<file path="src/rtl/adapter_n_to_1_serializer.sv">
// rtl/adapter_n_to_1_serializer.sv - N-to-1 word serializer with frame counter; option macro ADAPTER_N_TO_1_SERIALIZER_MSB_FIRST_EN
module adapter_n_to_1_serializer #(
    parameter int DATA_WIDTH = 16,
    parameter int N_INPUTS   = 4,
    parameter int IDX_WIDTH  = 2,
    parameter int CNT_WIDTH  = 8
) (
    input  logic                           clk,
    input  logic                           reset_L,
    input  logic                           in_valid,
    output logic                           in_ready,
    input  logic [N_INPUTS*DATA_WIDTH-1:0] in_data,
    output logic                           out_valid,
    input  logic                           out_ready,
    output logic [DATA_WIDTH-1:0]          out_data,
    output logic [IDX_WIDTH-1:0]           out_idx,
    output logic                           out_last,
    output logic [CNT_WIDTH-1:0]           frame_cnt
);

    typedef enum logic {
        IDLE = 1'b0,
        SEND = 1'b1
    } state_t;

    localparam logic [IDX_WIDTH-1:0] LAST_IDX = IDX_WIDTH'(N_INPUTS - 1);

    state_t                          state;
    state_t                          state_nxt;
    logic [N_INPUTS*DATA_WIDTH-1:0]  frame_buf;
    logic [IDX_WIDTH-1:0]            idx;
    logic [IDX_WIDTH-1:0]            lane;
    logic                            accept;
    logic                            xfer;

    assign accept = in_valid && in_ready;
    assign xfer   = out_valid && out_ready;

    // Map the position within the frame onto the buffered lane it comes from.
    always_comb begin
`ifdef ADAPTER_N_TO_1_SERIALIZER_MSB_FIRST_EN
        lane = LAST_IDX - idx;
`else
        lane = idx;
`endif
    end

    // State register; reset abandons any frame in flight.
    always_ff @(posedge clk) begin
        if (!reset_L) begin
            state <= IDLE;
        end else begin
            state <= state_nxt;
        end
    end

    // Next state: leave SEND only when the last word goes out and no new frame is taken.
    always_comb begin
        state_nxt = state;
        case (state)
            IDLE: begin
                if (accept) begin
                    state_nxt = SEND;
                end
            end
            SEND: begin
                if (xfer && out_last && !accept) begin
                    state_nxt = IDLE;
                end
            end
            default: state_nxt = IDLE;
        endcase
    end

    // Outputs: handshake decode, word select, and zeroed data while idle.
    always_comb begin
        out_valid = (state == SEND);
        out_last  = out_valid && (idx == LAST_IDX);
        in_ready  = reset_L && ((state == IDLE) || (out_ready && out_last));
        out_idx   = idx;
        out_data  = '0;
        if (out_valid) begin
            out_data = frame_buf[lane*DATA_WIDTH +: DATA_WIDTH];
        end
    end

    // Datapath: frame capture, word index advance, completed-frame count.
    always_ff @(posedge clk) begin
        if (!reset_L) begin
            frame_buf <= '0;
            idx       <= '0;
            frame_cnt <= '0;
        end else begin
            if (accept) begin
                frame_buf <= in_data;
                idx       <= '0;
            end else if (xfer) begin
                idx <= out_last ? '0 : idx + 1'b1;
            end
            if (xfer && out_last) begin
                frame_cnt <= frame_cnt + 1'b1;
            end
        end
    end

endmodule

</file>
<file path="config.mk">
export PLATFORM = sky130hd
export DESIGN_NAME = adapter_n_to_1_serializer
export DESIGN_NICKNAME = d
export VERILOG_FILES = /design/src/rtl/adapter_n_to_1_serializer.sv
export SDC_FILE = /design/constraint.sdc
export NUM_CORES = 1
export LEC_CHECK = 0
export BUFFER_PORTS_ARGS = -buffer_cell sky130_fd_sc_hd__buf_2
export CAP_MARGIN = 15
export CORE_MARGIN = 2
export CORE_UTILIZATION = 55
export DETAILED_ROUTE_END_ITERATION = 8
export GPL_TIMING_DRIVEN = 0
export PLACE_DENSITY = 0.89
export SYNTH_ARGS = -nofsm -noshare
export SYNTH_HDL_FRONTEND = slang
export SYNTH_SLANG_ARGS = --single-unit
</file>
<file path="constraint.sdc">
create_clock -name clk -period 4.5 [get_ports clk]
set_clock_uncertainty 0.1 [all_clocks]
set_input_delay 0.225 -clock clk [delete_from_list [all_inputs] [get_ports clk]]
set_output_delay 0.225 -clock clk [all_outputs]
set_load 0.01 [all_outputs]
</file>
Word level (Yosys, flattened, before mapping). Cells that the tools add are included.

Flip-flop bits (word level): 75. Input port bits: 68. Output and inout port bits: 29. Word-level logic and storage cells: 25.

$add $sub $neg: 2. Equality and inequality tests: 1. Shifts and indexed selects: 1. Multiplexer cells: 5. Bitwise gates (word level): 2. Reductions and logical operators: 10.

Operators by type and width (count): $shiftx A64 B7 Y16 (1); $mux W16 (1); $add A8 B1 Y8 const B (1); $logic_and A1 B1 Y1 (7); $add A2 B1 Y2 const B (1); $eq A2 B2 Y1 const B (1); $mux W1 (2); $mux W2 (1); $not A1 Y1 (2); $pmux W1 S2 (1); $reduce_or A2 Y1 (1); $logic_not A1 Y1 (1); $logic_or A1 B1 Y1 (1).

Longest topological paths before layout. Gate-level depths: netlist of run 1.

Depth after elaboration: 10. Mapped depth: 6. Mapped depth without buffers: 4.

Worst setup path before layout of run 1. OpenSTA, ideal clock, no wires.

Path kind: reg2out. Start point: register idx[0], in the netlist out_idx[0]. End point: output out_data[10]. Arrival: 1.421 ns. Required time: 4.175 ns. Setup slack: 2.754 ns. Stages on the path, launching flop included: 5. Path buffers: 2. Cells stage by stage: dfxtp_1 > buf_6 > buf_6 > mux4_2 > and2_1.

Longest elaborated chain between the ends: 2.

Ends and longest elaborated chain: start: declaration (line 31) `logic [IDX_WIDTH-1:0] idx;`; start signal: assignment (line 98) `idx <= out_last ? '0 : idx + 1'b1;`; $shiftx A64 B7 Y16 (line 83) `out_data = frame_buf[lane*DATA_WIDTH +: DATA_WIDTH];`; $mux W16 (line 82) `if (out_valid) begin`; end: declaration (line 15) `output logic [DATA_WIDTH-1:0] out_data,`.

Every way passes these cells.

Final worst setup path of run 1.
Start point: register idx[0], in the netlist out_idx[0]. End point: output out_data[13].

Same word-level chain as after synthesis.

==> results of run 1 <==
## worst max-delay path, delay by kind of cell (launching register included)
family / cells / cell delay [ns]
flip-flops: 1 / 0.40
multiplexers: 1 / 0.50
buffers and inverters: 3 / 0.52
AND/OR/NAND/NOR: 1 / 0.18
## report_power, final
group          total (W)  switching [W]  internal (W)
Sequential      0.000727      0.0000210      0.000706
Clock           0.000521       0.000252      0.000269
Combinational   0.000184      0.0000904     0.0000933
## worst max-delay path by stage
stage / start / to / cells past startpoint
after CTS: out_idx[0] / out_data[13] / 5
after global routing: out_idx[0] / out_data[14] / 5
after detailed placement: out_idx[0] / out_data[11] / 5
after floorplan: out_idx[0] / out_data[10] / 4
final: out_idx[0] / out_data[13] / 5
after global placement: out_idx[0] / out_data[14] / 5
## kinds of logic after synthesis
family	after synthesis	share of synthesized area, %
buffers and inverters	87	11.6
muxes	83	29.1
adders and majority gates	2	0.706
and+or+nand+nor	102	13.4
AOI/OAI and AO/OA	14	2.33
DFF	75	42.4
xor gates and xnor gates	2	0.494
## sequential cells by signal (all words and copies together) (netlist names)
signal     flops
frame_cnt      8
out_valid      1
frame_buf     64
out_idx        2
## cells in the final DEF, fill, tap and decap left out
cell type / Yosys / final
a21oi_1: 7 / 7
a21oi_2: 1 / 1
a32oi_1: 1 / 1
and2_1: 17 / 17
buf_2: 3 / 99
buf_4: 1 / 1
buf_6: 3 / 3
buf_8: 5 / 5
bufinv_16: 0 / 1
clkbuf_1: 10 / 11
clkbuf_8: 0 / 10
clkinv_2: 0 / 3
clkinvlp_4: 0 / 1
dfxtp_1: 75 / 75
ha_1: 2 / 2
inv_1: 65 / 65
mux2i_1: 67 / 67
mux4_2: 16 / 16
nand2_1: 67 / 67
nand2_2: 1 / 1
nand3_4: 1 / 1
nand4_1: 3 / 3
nand4_2: 1 / 1
nor2_1: 6 / 6
nor3_1: 1 / 1
o21ai_0: 3 / 3
o31ai_1: 2 / 2
or3_1: 3 / 3
or4_1: 2 / 2
xor2_1: 2 / 2
## metrics by stage
step,total power [W],instances,utilization (%),hold slack [ns]
2_1_floorplan,0.000854,365,-,0.242
3_3_place_gp,0.000915,538,65.7,0.340
3_5_place_dp,0.000923,538,65.7,0.344
4_1_cts,0.00143,554,68.7,0.00909
5_1_grt,0.00148,554,68.7,0.0121
6_report,0.00143,554,68.7,0.00405
## metal layers
layer	GRT usage (%)	wire length (um)	vias to the layer above	part of all wire, %
met4	9.09	142	0	1.7
li1	-	-	1391	-
met1	30.5	3440	1353	42
met2	43.4	4190	94	51
met3	4.23	512	13	6.2
met5	0	0	-	0
## area by class of cell
| type | instances | area, um2 |
|---|---|---|
| fillers | 491 | 1960 |
| multi-input cells | 203 | 1630 |
| flip-flops and latches | 75 | 1500 |
| repair buffers | 96 | 480 |
| inverters | 65 | 244 |
| plain buffers | 22 | 169 |
| clock buffers | 11 | 141 |
| well taps | 77 | 96.3 |
| clock inverters | 5 | 52.6 |
==> summary.md, run 1 <==
| Metric | Value |
|---|---|
| Top cells by area, synth | `dfxtp_1 42%, mux2i_1 19%, mux4_2 10%, nand2_1 7.1%, inv_1 6.9%` |
| Post-detail-place hpwl | `5.85 mm` |
| Post-DP Area | `4120 um2` |
| Area leader, netlist | `dfxtp_1` |
| Vias per inst | `5.15` |
| Seq cells post-synth | `75` |
| Fin crit period | `2.29 ns` |
| Worst Hold Launch | `in_data[43]` |
| Worst endpoint required time | `4.18 ns` |
| Worst Hold Path EP | `frame_buf[43]` |
| Hold crit path type | `in2reg` |
| Core Footprint | `6280 um2` |
| RSZ-0062 raised after global routing | `false` |
| Type of origin of the critical path | `flip-flop` |
| Crit path top cell by count | `buf_6` |
| CTS hold repair buffers | `0` |
| Max-cap viol count | `0` |
| Clk buf depth | `2` |
| Max-slew violations | `0` |
| Sequential area share after synthesis | `42.4%` |
| Fmax | `437 MHz` |
| Number of synthesized flops with an enable pin | `0` |
| DIE WIDTH | `84.3 um` |
| CP Class | `reg2out` |
| GRT overflow | `0` |
| CTS tree | `built` |
| Fin nets | `542` |
| Fin. Hold Viols | `0` |
| Worst path cell trace | `buf_6, buf_6, mux4_2, and2_1, buf_2` |
| GP Congestion | `0.819` |
| CTS clk-pin slew, worst paths | `0.08 ns` |
| Post-Syn Instances | `365` |
| Clk_lat worst skew | `0.35 ns` |
| Clk sinks | `75` |
| Number of antenna violations at the first check in global routing | `0` |
| P per Cell Area | `332 nW/um2` |
| Async S/R FF share, synth | `0%` |
| Crit path max-delay cell type | `mux4_2` |
| R2R Path End | `frame_buf[13]` |
| Net count after synthesis | `435` |
| TritonRoute pass-1 iters | `4` |
| Post-cts sizing count | `0` |
| Critical R2R Launch | `out_idx[0]` |
| Routed length per placed instance | `14.9 um` |
| Post-route ant nets | `0` |
| Main flop type after synthesis | `dfxtp_1` |
| Critical-path maximum fanout | `10` |
| WL final | `8.28 mm` |
| Synth warn | `0` |
| Crit path capture type | `primary output` |
| Max_slew headroom | `60.8%` |
| # setup viols final | `0` |
| TNS Setup | `0 ns` |
| Postcts setup bufs | `0` |
| Design area | `4320 um2` |
| Avg Synthesized Cell Area | `9.71 um2` |
| Dpl ws | `2.59 ns` |
| Worst hold path depth | `3` |
| Total CTS buffers | `9` |
| Top-count cell post-synth | `dfxtp_1` |
| Reg2Reg Setup Slack | `2.53 ns` |
| First-pass GRT wire length | `13.7 mm` |
| R2r worst-path depth | `6` |
| Fraction of layout instances using a drive strength above 1 | `30.0%` |
| Number of global-route vias before repair | `2978` |
| Worst-margin pin slew | `0.588 ns` |
| Die Area | `7100 um2` |
| Initial Utilization | `56.5%` |
| Post-synth cell types | `26` |
| Largest net degree at the start of global routing | `13` |
| Die Height | `84.3 um` |
| Row count | `29` |
| Area share of the largest cell type after synthesis | `42.4%` |
| Final worst path period share | `50.8%` |
| DR DRC count | `0` |
| Post-route worst setup slack | `2.21 ns` |
| Antenna Diode Count | `0` |
| Peak supply drop | `197 uV` |
| Pleak | `2.09 nW` |
| Routed vias | `2851` |
| Total GRT Usage | `24.7%` |
| Top Ports | `97` |
| Outcome | `finished, final reports clean` |
| Initial drt markers | `155` |
| Post-synth top cells | `75 x dfxtp_1, 67 x mux2i_1, 67 x nand2_1` |
| Synthesized area | `3540 um2` |
| Biggest cell delay along the critical path | `0.50 ns` |
| Port bufs | `96` |
| Clock Tree Root | `clkbuf_8` |
| CTS H-tree depth | `3` |
| Area grow syn2layout | `21.7%` |
| Critical path arrival | `1.96 ns` |
Power figures use the tool's default switching activity.
==> run 2: changes to the inputs <==
- CORE_UTILIZATION: 55 -> 47
- PLACE_DENSITY: 0.89 -> 0.82
- clock period: 4.5 -> 2.1 ns (I/O delays scaled with it)
==> summary.md, run 2 (synthesized netlist as in run 1, its figures left out) <==
| Metric | Value |
|---|---|
| Worst-margin pin slew | `0.628 ns` |
| Fillers | `577` |
| GP Congestion | `0.845` |
| Routed vias | `3152` |
| Critical R2R Launch | `out_idx[1]` |
| Hold crit path type | `in2reg` |
| # setup viols final | `0` |
| Initial drt markers | `103` |
| Number of antenna violations at the first check in global routing | `0` |
| Die Area | `8250 um2` |
| Fraction of layout instances using a drive strength above 1 | `26.9%` |
| Max-cap viol count | `0` |
| Outcome | `finished, final reports clean` |
| Total GRT Usage | `23.9%` |
| Fin crit period | `2.01 ns` |
| CTS clk-pin slew, worst paths | `0.08 ns` |
| DIE WIDTH | `90.8 um` |
| Clk buf depth | `2` |
| Clk sinks | `75` |
| Routed length per placed instance | `14.7 um` |
| R2r worst-path depth | `6` |
| Worst hold path depth | `3` |
| Number of global-route vias before repair | `3373` |
| Final worst path period share | `95.7%` |
| Clk_lat worst skew | `0.34 ns` |
| CP Class | `reg2out` |
| RSZ-0062 raised after global routing | `false` |
| TNS Setup | `0 ns` |
| Core Util, Final | `69.7%` |
| DR DRC count | `0` |
| Total CTS buffers | `9` |
| Fin nets | `611` |
| Initial Utilization | `48.6%` |
| Max_slew headroom | `58.1%` |
| Storage cell area | `1500 um2` |
| Port bufs | `96` |
| Worst endpoint required time | `1.89 ns` |
| Fmax | `497 MHz` |
| Vias per inst | `4.89` |
| CTS H-tree depth | `3` |
| Row count | `31` |
| CTS tree | `built` |
| Post-route ant nets | `0` |
| Peak supply drop | `379 uV` |
| P per Cell Area | `653 nW/um2` |
| WL final | `9.51 mm` |
| Max reg flops | `64` |
| Worst Hold Launch | `out_ready` |
| Max-slew violations | `0` |
| R2R Path End | `frame_buf[56]` |
| Most common cell after layout, fill and taps aside | `buf_2` |
| Post-detail-place hpwl | `6.10 mm` |
| Clock Tree Root | `clkbuf_8` |
| Crit path capture type | `primary output` |
| Pleak | `2.40 nW` |
| First-pass GRT wire length | `15.4 mm` |
| Type of origin of the critical path | `flip-flop` |
| TritonRoute pass-1 iters | `4` |
| Top Ports | `97` |
| Die Height | `90.8 um` |
| Reg2Reg Setup Slack | `0.19 ns` |
| Footprint of the multi-input gates | `1630 um2` |
| Largest net degree at the start of global routing | `13` |
| Largest Register | `frame_buf` |
| Critical path arrival | `1.81 ns` |
| Fin. Hold Viols | `0` |
| Antenna Diode Count | `0` |
| Critical-path maximum fanout | `10` |
| GRT overflow | `0` |
| Core Footprint | `7290 um2` |
| Worst Hold Path EP | `out_idx[0]` |
| Area grow syn2layout | `43.4%` |
| Commonest cells after routing, fill and taps aside | `97 x buf_2, 74 x dfxtp_1, 67 x nand2_1, 67 x mux2i_1, 66 x dlygate4sd3_1` |
==> run 2: changes by cell type in the layout (fill, tap and decap cells not counted), sizes merged <==
cell	before	now
dlygate4sd3	0	66
clkbuf	21	23
clkinv	3	1
bufinv	1	2
buf	108	110
==> run 2: layer usage <==
metal	GRT usage (%)	routed length (um)	up-vias
met5	0	0	-
met4	14.9	418	0
met3	5.26	456	37
met2	41.7	4730	115
met1	26.4	3900	1471
li1	-	-	1529
==> run 2: what timing repair did <==
item | in CTS | in global routing
gates resized for setup | 1 | 6
hold buffers | 66 | 0
pin swaps | 0 | 0
setup buffers | 3 | 0
hold endpoints to repair | 67 | 0
setup endpoints to repair | 9 | 15
==> run 2: layout make-up <==
type / count / share of cell area (%)
inverters: 65 / 4.80
clock inverters: 4 / 1.43
clock buffers: 12 / 3.05
well taps: 99 / 2.44
multi-input cells: 203 / 32.1
flip-flops and latches: 75 / 29.6
plain buffers: 22 / 3.67
repair buffers: 165 / 23.0
==> run 2: how the worst max path moves through the flow <==
stage,start,end,slack (ns),cells after the start
global route,out_idx[0],out_data[14],0.02,5
finish,out_idx[0],out_data[14],0.09,5
global placement,out_idx[0],out_data[14],0.30,5
detailed placement,out_idx[0],frame_buf[62],0.26,6
CTS,out_idx[0],out_data[12],0.005,5
floorplan,out_idx[0],frame_buf[0],0.44,6
==> run 2: critical path, stage by stage (launching register included) <==
cell     delay, ns
dfxtp_2       0.36
buf_6         0.13
buf_12        0.14
mux4_2        0.48
and2_1        0.19
buf_2         0.15
==> run 2: power by group <==
group          switching [W]  internal [W]
combinational       0.000217      0.000286
sequential         0.0000466       0.00151
clock               0.000525      0.000733
total               0.000788       0.00253
==> run 2: stage by stage <==
step	instance area (um2)	setup WS [ns]	hold slack [ns]	std cells	total power (W)
after floorplan	3540	0.444	0.122	365	0.00183
after detailed placement	4150	0.256	0.251	560	0.00198
final	5080	0.0896	0.0482	645	0.00332
after global routing	5080	0.0169	0.0703	645	0.00344
after global placement	4150	0.298	0.250	560	0.00197
after CTS	5060	0.00518	0.0419	645	0.00331
